**config.mk**
```make
export PLATFORM = sky130hd
export DESIGN_NAME = pwm_multichannel
export DESIGN_NICKNAME = d
export VERILOG_FILES = /design/src/rtl/pwm_pkg.sv /design/src/rtl/pwm_multichannel_timebase.sv /design/src/rtl/pwm_multichannel.sv
export SDC_FILE = /design/constraint.sdc
export NUM_CORES = 1
export LEC_CHECK = 0
export ABC_AREA = 0
export CELL_PAD_IN_SITES_DETAIL_PLACEMENT = 0
export CELL_PAD_IN_SITES_GLOBAL_PLACEMENT = 2
export CORE_MARGIN = 5
export CORE_UTILIZATION = 45
export CTS_CLUSTER_SIZE = 12
export DETAILED_ROUTE_END_ITERATION = 8
export GPL_TIMING_DRIVEN = 1
export PLACE_DENSITY_LB_ADDON = 0.12
export SYNTH_ARGS = -nofsm -noshare
export SYNTH_HDL_FRONTEND = slang
export SYNTH_SLANG_ARGS = --single-unit
```
**constraint.sdc**
```tcl
create_clock -name clk -period 5.2 [get_ports clk]
set_input_delay 1.3 -clock clk [delete_from_list [all_inputs] [get_ports clk]]
set_output_delay 1.3 -clock clk [all_outputs]
set_load 0.02 [all_outputs]
```
**src/rtl/pwm_pkg.sv**
```systemverilog
// Shared encodings, default sizes and the period counter step function for
// the multichannel PWM.
package pwm_pkg;

    localparam logic PWM_EDGE   = 1'b0;
    localparam logic PWM_CENTER = 1'b1;

    localparam int DEF_NUM_CH  = 16;
    localparam int DEF_CNT_W   = 8;
    localparam int DEF_PRESC_W = 4;

    typedef struct packed {
        logic [31:0] cnt;
        logic        down;
        logic        wrap;
    } cnt_step_t;

    // Next counter/direction for one tick; wrap marks a period boundary.
    function automatic cnt_step_t cnt_next(input logic [31:0] cnt,
                                           input logic        down,
                                           input logic [31:0] top,
                                           input logic        mode);
        cnt_step_t s;
        s.cnt  = cnt + 32'd1;
        s.down = 1'b0;
        s.wrap = 1'b0;
        if (mode == PWM_EDGE) begin
            if (cnt >= top) begin
                s.cnt  = '0;
                s.wrap = 1'b1;
            end
        end else if (top == 32'd0) begin
            s.cnt  = '0;
            s.wrap = 1'b1;
        end else if (!down && cnt < top) begin
            s.cnt = cnt + 32'd1;
        end else begin
            s.cnt  = cnt - 32'd1;
            s.down = 1'b1;
            if (cnt <= 32'd1) begin
                s.cnt  = '0;
                s.down = 1'b0;
                s.wrap = 1'b1;
            end
        end
        return s;
    endfunction

endpackage

```
**src/rtl/pwm_multichannel_timebase.sv**
```systemverilog
// Shared timebase: prescaler, up/up-down period counter, shadowed period and
// mode, and the registered period_start pulse.
module pwm_timebase
    import pwm_pkg::*;
#(
    parameter int CNT_W   = DEF_CNT_W,
    parameter int PRESC_W = DEF_PRESC_W
) (
    input  logic               clk,
    input  logic               rst_n,
    input  logic [CNT_W-1:0]   period,
    input  logic [PRESC_W-1:0] prescale,
    input  logic               center_mode,
    output logic [CNT_W-1:0]   cnt,
    output logic               tick,
    output logic               boundary,
    output logic               period_start
);

    logic [PRESC_W-1:0] presc_q, presc_d;
    logic [CNT_W-1:0]   cnt_q, cnt_d;
    logic [CNT_W-1:0]   per_q, per_d;
    logic               down_q, down_d;
    logic               mode_q, mode_d;
    logic               ps_q, ps_d;
    cnt_step_t          step;

    always_comb begin
        tick     = (presc_q == prescale);
        presc_d  = tick ? '0 : presc_q + PRESC_W'(1);
        step     = cnt_next(32'(cnt_q), down_q, 32'(per_q), mode_q);
        boundary = tick & step.wrap;
        cnt_d    = cnt_q;
        down_d   = down_q;
        per_d    = per_q;
        mode_d   = mode_q;
        if (tick) begin
            cnt_d  = CNT_W'(step.cnt);
            down_d = step.down;
        end
        // Period and mode only change where the counter restarts at 0.
        if (boundary) begin
            per_d  = period;
            mode_d = center_mode;
        end
        ps_d = boundary;
    end

    always_ff @(posedge clk or negedge rst_n) begin
        if (!rst_n) begin
            presc_q <= '0;
            cnt_q   <= '0;
            per_q   <= '0;
            down_q  <= 1'b0;
            mode_q  <= PWM_EDGE;
            ps_q    <= 1'b0;
        end else begin
            presc_q <= presc_d;
            cnt_q   <= cnt_d;
            per_q   <= per_d;
            down_q  <= down_d;
            mode_q  <= mode_d;
            ps_q    <= ps_d;
        end
    end

    assign cnt          = cnt_q;
    assign period_start = ps_q;

endmodule

```
**src/rtl/pwm_multichannel.sv**
```systemverilog
// NUM_CH PWM channels on one shared timebase, each with a pending duty that
// is copied to the active duty at every period boundary.
module pwm_multichannel
    import pwm_pkg::*;
#(
    parameter int NUM_CH  = DEF_NUM_CH,
    parameter int CNT_W   = DEF_CNT_W,
    parameter int PRESC_W = DEF_PRESC_W,
    parameter int CH_W    = $clog2(NUM_CH)
) (
    input  logic               clk,
    input  logic               rst_n,
    input  logic [NUM_CH-1:0]  en_out,
    input  logic [NUM_CH-1:0]  en_pwm,
    input  logic [CNT_W-1:0]   period,
    input  logic [PRESC_W-1:0] prescale,
    input  logic               center_mode,
    input  logic               duty_wr_en,
    input  logic [CH_W-1:0]    duty_wr_ch,
    input  logic [CNT_W-1:0]   duty_wr_data,
    output logic [NUM_CH-1:0]  out,
    output logic               period_start
);

    logic [CNT_W-1:0] cnt;
    logic             tick;
    logic             boundary;
    logic             duty_load;

    pwm_timebase #(
        .CNT_W   (CNT_W),
        .PRESC_W (PRESC_W)
    ) u_timebase (
        .clk          (clk),
        .rst_n        (rst_n),
        .period       (period),
        .prescale     (prescale),
        .center_mode  (center_mode),
        .cnt          (cnt),
        .tick         (tick),
        .boundary     (boundary),
        .period_start (period_start)
    );

    assign duty_load = tick & boundary;

    for (genvar i = 0; i < NUM_CH; i++) begin : g_ch
        logic [CNT_W-1:0] pend_q, pend_d;
        logic [CNT_W-1:0] act_q, act_d;
        logic             out_q, out_d;

        // Indices >= NUM_CH match no channel, so bad writes fall away.
        always_comb begin
            pend_d = pend_q;
            act_d  = act_q;
            if (duty_load) act_d = pend_q;
            if (duty_wr_en && duty_wr_ch == CH_W'(i)) pend_d = duty_wr_data;
            out_d = en_out[i] & (~en_pwm[i] | (cnt < act_q));
        end

        always_ff @(posedge clk or negedge rst_n) begin
            if (!rst_n) begin
                pend_q <= '0;
                act_q  <= '0;
                out_q  <= 1'b0;
            end else begin
                pend_q <= pend_d;
                act_q  <= act_d;
                out_q  <= out_d;
            end
        end

        assign out[i] = out_q;
    end

endmodule

```
### Word level (Yosys, flattened, before mapping)

Index checks and enable logic that the tools add are counted.

* register bits: 295
* input bits: 60
* output and inout bits: 17
* logic and storage cells: 174

* add/sub/neg operators: 3
* order comparisons: 19
* equal/unequal tests: 16
* muxes and demuxes: 12
* bitwise gates (word level): 50
* reductions and logical operators: 20

Operator list (number)
* $lt 8x8->1: 17
* $eq 4x4->1 const B: 8
* $mux 8: 4
* $and 1x1->1: 18
* $logic_and 1x1->1: 17
* $eq 4x3->1 const B: 4
* $not 1->1: 16
* $or 1x1->1: 16
* $mux 10: 1
* $add 8x1->8 const B: 1
* $eq 4x2->1 const B: 2
* $ge 8x8->1: 1
* $le 8x1->1 const B: 1
* $logic_not 8->1: 1
* $sub 8x1->8 const B: 1
* $mux 1: 5
* $add 4x1->4 const B: 1
* $eq 4x1->1 const B: 1
* $eq 4x4->1: 1
* $logic_not 4->1: 1
* $mux 4: 1
* $mux 2: 1
* $logic_not 1->1: 1

### Logic depth before layout (Yosys ltp)

* word-level depth: 7
* gate-level depth with buffers: 11
* mapped depth without buffers: 7

### Hierarchy

Synthesis repeated with hierarchy kept, for this count alone.

* cell total of the unflattened synthesis: 1160
* area total of the unflattened synthesis: 14685.3 sq um

Modules (own cells, without submodules)
* pwm_multichannel: instances 1, cells each 980, area an instance 12966.2 sq um, sequential area each 6806.5 sq um
* pwm_timebase: instances 1, cells each 180, area an instance 1719.1 sq um, sequential area each 575.6 sq um

### Least setup slack after synthesis

No wires, ideal clock.

* kind: input to register
* start point: input port prescale[1]
* end point: register g_ch[0].act_q[2]
* setup time: 0.127 ns
* arrival: 2.646 ns
* data required time: 5.073 ns
* path slack: 2.427 ns
* stages: 6
* buffers on the path: 2
* path through: xnor2_1 nand4_1 nor3_4 buf_4 buf_6 mux2_1

* word-level cells in the longest chain between the ends: 3

Ends and longest elaborated chain
* start: declaration: RTL line pwm_multichannel.sv:16 `input logic [PRESC_W-1:0] prescale,`
* $eq 4x4->1 *: RTL line pwm_multichannel_timebase.sv:29 `tick = (presc_q == prescale);`
* $and 1x1->1: RTL line pwm_multichannel_timebase.sv:32 `boundary = tick & step.wrap;`
* $and 1x1->1 *: RTL line pwm_multichannel.sv:45 `assign duty_load = tick & boundary;`
* end signal: assignment: RTL line pwm_multichannel.sv:68 `act_q <= act_d;`
* end: declaration: RTL line pwm_multichannel.sv:49 `logic [CNT_W-1:0] act_q, act_d;`

Mark *: on every way between the ends. The rest lies on a longest branch, timed or not.
A chain may end at the register's enable or synchronous reset.

### Worst setup path in the final report

* start point: register u_timebase.cnt_q[0] (netlist: u_timebase.cnt[0])
* end point: register g_ch[10].act_q[7]

* word-level cells in the longest chain between the ends: 7
* elaborated cells on any way between the ends: 11

Ends and longest elaborated chain
* start: declaration: RTL line pwm_multichannel_timebase.sv:21 `logic [CNT_W-1:0] cnt_q, cnt_d;`
* start signal: assignment: RTL line pwm_multichannel_timebase.sv:59 `cnt_q <= cnt_d;`
* $le 8x1->1 or $lt 8x8->1 (tied branches): RTL line pwm_pkg.sv:40, pwm_pkg.sv:35
* $mux 10 or $logic_and 1x1->1 (tied branches): RTL line pwm_pkg.sv:40, pwm_pkg.sv:35
* $mux 2: RTL line pwm_pkg.sv:35 `end else if (!down && cnt < top) begin`
* $mux 1: RTL line pwm_pkg.sv:32 `end else if (top == 32'd0) begin`
* $mux 1 *: RTL line pwm_pkg.sv:27 `if (mode == PWM_EDGE) begin`
* $and 1x1->1 *: RTL line pwm_multichannel_timebase.sv:32
* $and 1x1->1 *: RTL line pwm_multichannel.sv:45
* end signal: assignment: RTL line pwm_multichannel.sv:68
* end: declaration: RTL line pwm_multichannel.sv:49

Marks and branches as above.

==> reports/metrics.yaml <==
critical_path:
  critPathKind: "register to register"
  worst_setup_path_start_kind: "register"
  arrival_ns: 4.20
  cp-end-kind: "register"
  path_max_fanout: 25
  crit_required_ns: 5.58
yosys:
  synth_edf_count: 0
  synth_cell_types: 46
  synthCells: 1174
  ys.flop_type: "dfrtp_1"
  syn_area_per_cell_um2: 12.5
  yosys-top-cells-area: "dfrtp_1, mux2_2, ha_1"
  synthArstFlopShare: 1.00
  yosysWarnings: 0
  ys_seq_area_frac: 0.504
  netlist_area_mm2: 0.0147
  synth_nets: 1358
  ys_ff_latch: 295
  yosys.area.top_type: "dfrtp_1"
  synth_top_cell_area_share: 0.504
die:
  initial_utilization: 0.453
  die_w_um: 190
  io_pins: 77
  rows: 66
  core_mm2: 0.0324
  die_area_mm2: 0.0363
  die_h_um: 190
cts:
  cts_setup_buffers: 0
  clockRootBuffer: "clkbuf_16"
  cts_hold_buffers: 0
  clk_latency_ns: 0.52
  ctsResizeCount: 0
  clk_pin_slew_worst_paths_ns: 0.05
  htreeDepth: 2
  cts_tree: "yes"
  clockBufferDepth: 3
  cts_num_sinks: 295
  cts_buffers: 34
route:
  ant_nets: 0
  first_iter_violations: 317
  via_per_inst: 5.14
  first_pass_iters: 4
  wirelength_mm: 30.3
  avgRoutedWirePerCell_um: 17.7
  drc: 0
  vias: 8799
layout:
  syn2layout_area_growth_pct: 14.8
  drive_gt1_frac: 0.178
  num_antenna_cells: 0
  fin_nets: 1435
  final_util: 0.520
sta:
  rsz0062_at_grt: "false"
  final-max-slew-violation-count: 0
  fmax_mhz: 262
  hold_viol: 0
  tightest_slew_ns: 1.18
  finalClockSkew_ns: 0.0182
  fin_crit_sh: 0.734
  relSlewSlack: 0.213
  finalSetupViolCount: 0
  period_needed_ns: 3.82
  tns_ns: 0
global_route:
  grt_overflow: 0
  antenna_found_initial: 2
  grt_max_degree: 108
  grt_pass1_vias: 9362
  grt_usage: 0.175
  grt_pass1_wl_mm: 50.5
power:
  fin_total_pwr_uw: 8980
  p_leak_uw: 0.00802
  powerDensity_mw_per_mm2: 533
  ir_drop_mv: 0.217
min_path:
  hp-class: "register to register"
run_status:
  status: "finished clean"
placement:
  dp_hpwl_mm: 19.3
  place.gp.congestion: 0.744
  io_buffers: 76
job:
  drv_cap: 0
==> power by group <==
| part | internal (uW) | switching (uW) | leakage (uW) |
|---|---|---|---|
| registers | 3040 | 411 | 0.00371 |
| clock network | 1320 | 907 | 0.000503 |
| logic | 1660 | 1650 | 0.00381 |
| total | 6010 | 2960 | 0.00802 |
==> through the flow <==
| step | std cells | instance area (um^2) | worst slack [ns] | hold slack [ns] |
|---|---|---|---|---|
| 6_report | 1711 | 16800 | 1.38 | 0.480 |
| 5_1_grt | 1711 | 16800 | 1.13 | 0.493 |
| 4_1_cts | 1711 | 16800 | 1.34 | 0.485 |
| 3_5_place_dp | 1657 | 15800 | 1.27 | 0.473 |
| 3_3_place_gp | 1657 | 15800 | 1.29 | 0.465 |
| 2_1_floorplan | 1174 | 14700 | 2.43 | 0.450 |
==> Yosys cell counts, types with 19 or more instances <==
library cell / count
a21o_1: 35
clkbuf_1: 20
dfrtp_1: 295
ha_1: 124
inv_1: 143
mux2_1: 119
mux2_2: 146
nand2b_1: 20
nor2_1: 35
nor3_1: 19
o21ai_0: 36
==> layout by cell type (no fill, tap or decap), drive strengths merged, types with 16 or more instances in the layout <==
cell type,count
nor2,35
buf,18
o21ai,36
mux2,265
clkbuf,51
dfrtp,295
or2,16
a211o,16
clkdlybuf4s50,75
a21o,35
nor3,20
a31oi,18
nand2b,20
o21a,16
inv,145
ha,124
==> state kept, by name, summed over array words and instances (netlist names) <==
register                 cells
g_ch.act_q                 128
g_ch.pend_q                128
g_ch.out_q                  16
u_timebase.cnt               8
u_timebase.per_q             8
u_timebase.presc_q           4
u_timebase.down_q            1
u_timebase.mode_q            1
u_timebase.period_start      1
==> critical path, stage by stage, from the launching register on <==
cell      delay, ns
dfrtp_1        0.86
inv_1          0.21
ha_1           0.33
and4_1         0.19
a21oi_1        0.11
o2111a_1       0.43
nor3_4         0.71
buf_4          0.46
mux2_2         0.38
==> per-layer routing <==
metal | track usage | wire (um) | up-vias
met2 | 0.285 | 13900 | 111
li1 | - | - | 4221
met5 | 0 | 32 | -
met4 | 0.0428 | 580 | 4
met1 | 0.245 | 14800 | 4413
met3 | 0.0319 | 1070 | 50
==> worst paths after layout <==
| check | cells past startpoint | slack [ns] | end | from |
|---|---|---|---|---|
| max | 8 | 1.38 | g_ch[10].act_q[7] | u_timebase.cnt[0] |
| min | 1 | 0.48 | g_ch[8].act_q[2] | g_ch[8].act_q[2] |
| max reg2reg | 8 | 1.38 | g_ch[10].act_q[7] | u_timebase.cnt[0] |
| min reg2reg | 1 | 0.48 | g_ch[8].act_q[2] | g_ch[8].act_q[2] |
| max in group asynchronous | 2 | 3.33 | g_ch[2].pend_q[4] | rst_n |
| min in group asynchronous | 1 | 0.80 | u_timebase.presc_q[0] | rst_n |
==> cell families after synthesis <==
group | count (synthesis) | synth area share
adder cells (fa/ha/maj) | 124 | 0.106
buffers and inverters | 195 | 0.0609
multiplexers | 265 | 0.204
AND/OR/NAND/NOR | 137 | 0.0513
XOR/XNOR | 7 | 0.00418
flip-flops | 295 | 0.504
AO/OA/AOI/OAI | 151 | 0.0706
==> layout make-up <==
type | instances | area (um^2)
multi-input combinational | 684 | 6380
tap | 442 | 553
inverter | 143 | 537
fill | 2861 | 15500
clock inverter | 3 | 33.8
timing repair buffer | 93 | 943
sequential | 295 | 7380
clock buffer | 51 | 995
No activity file was read; power rests on OpenSTA's default activity.
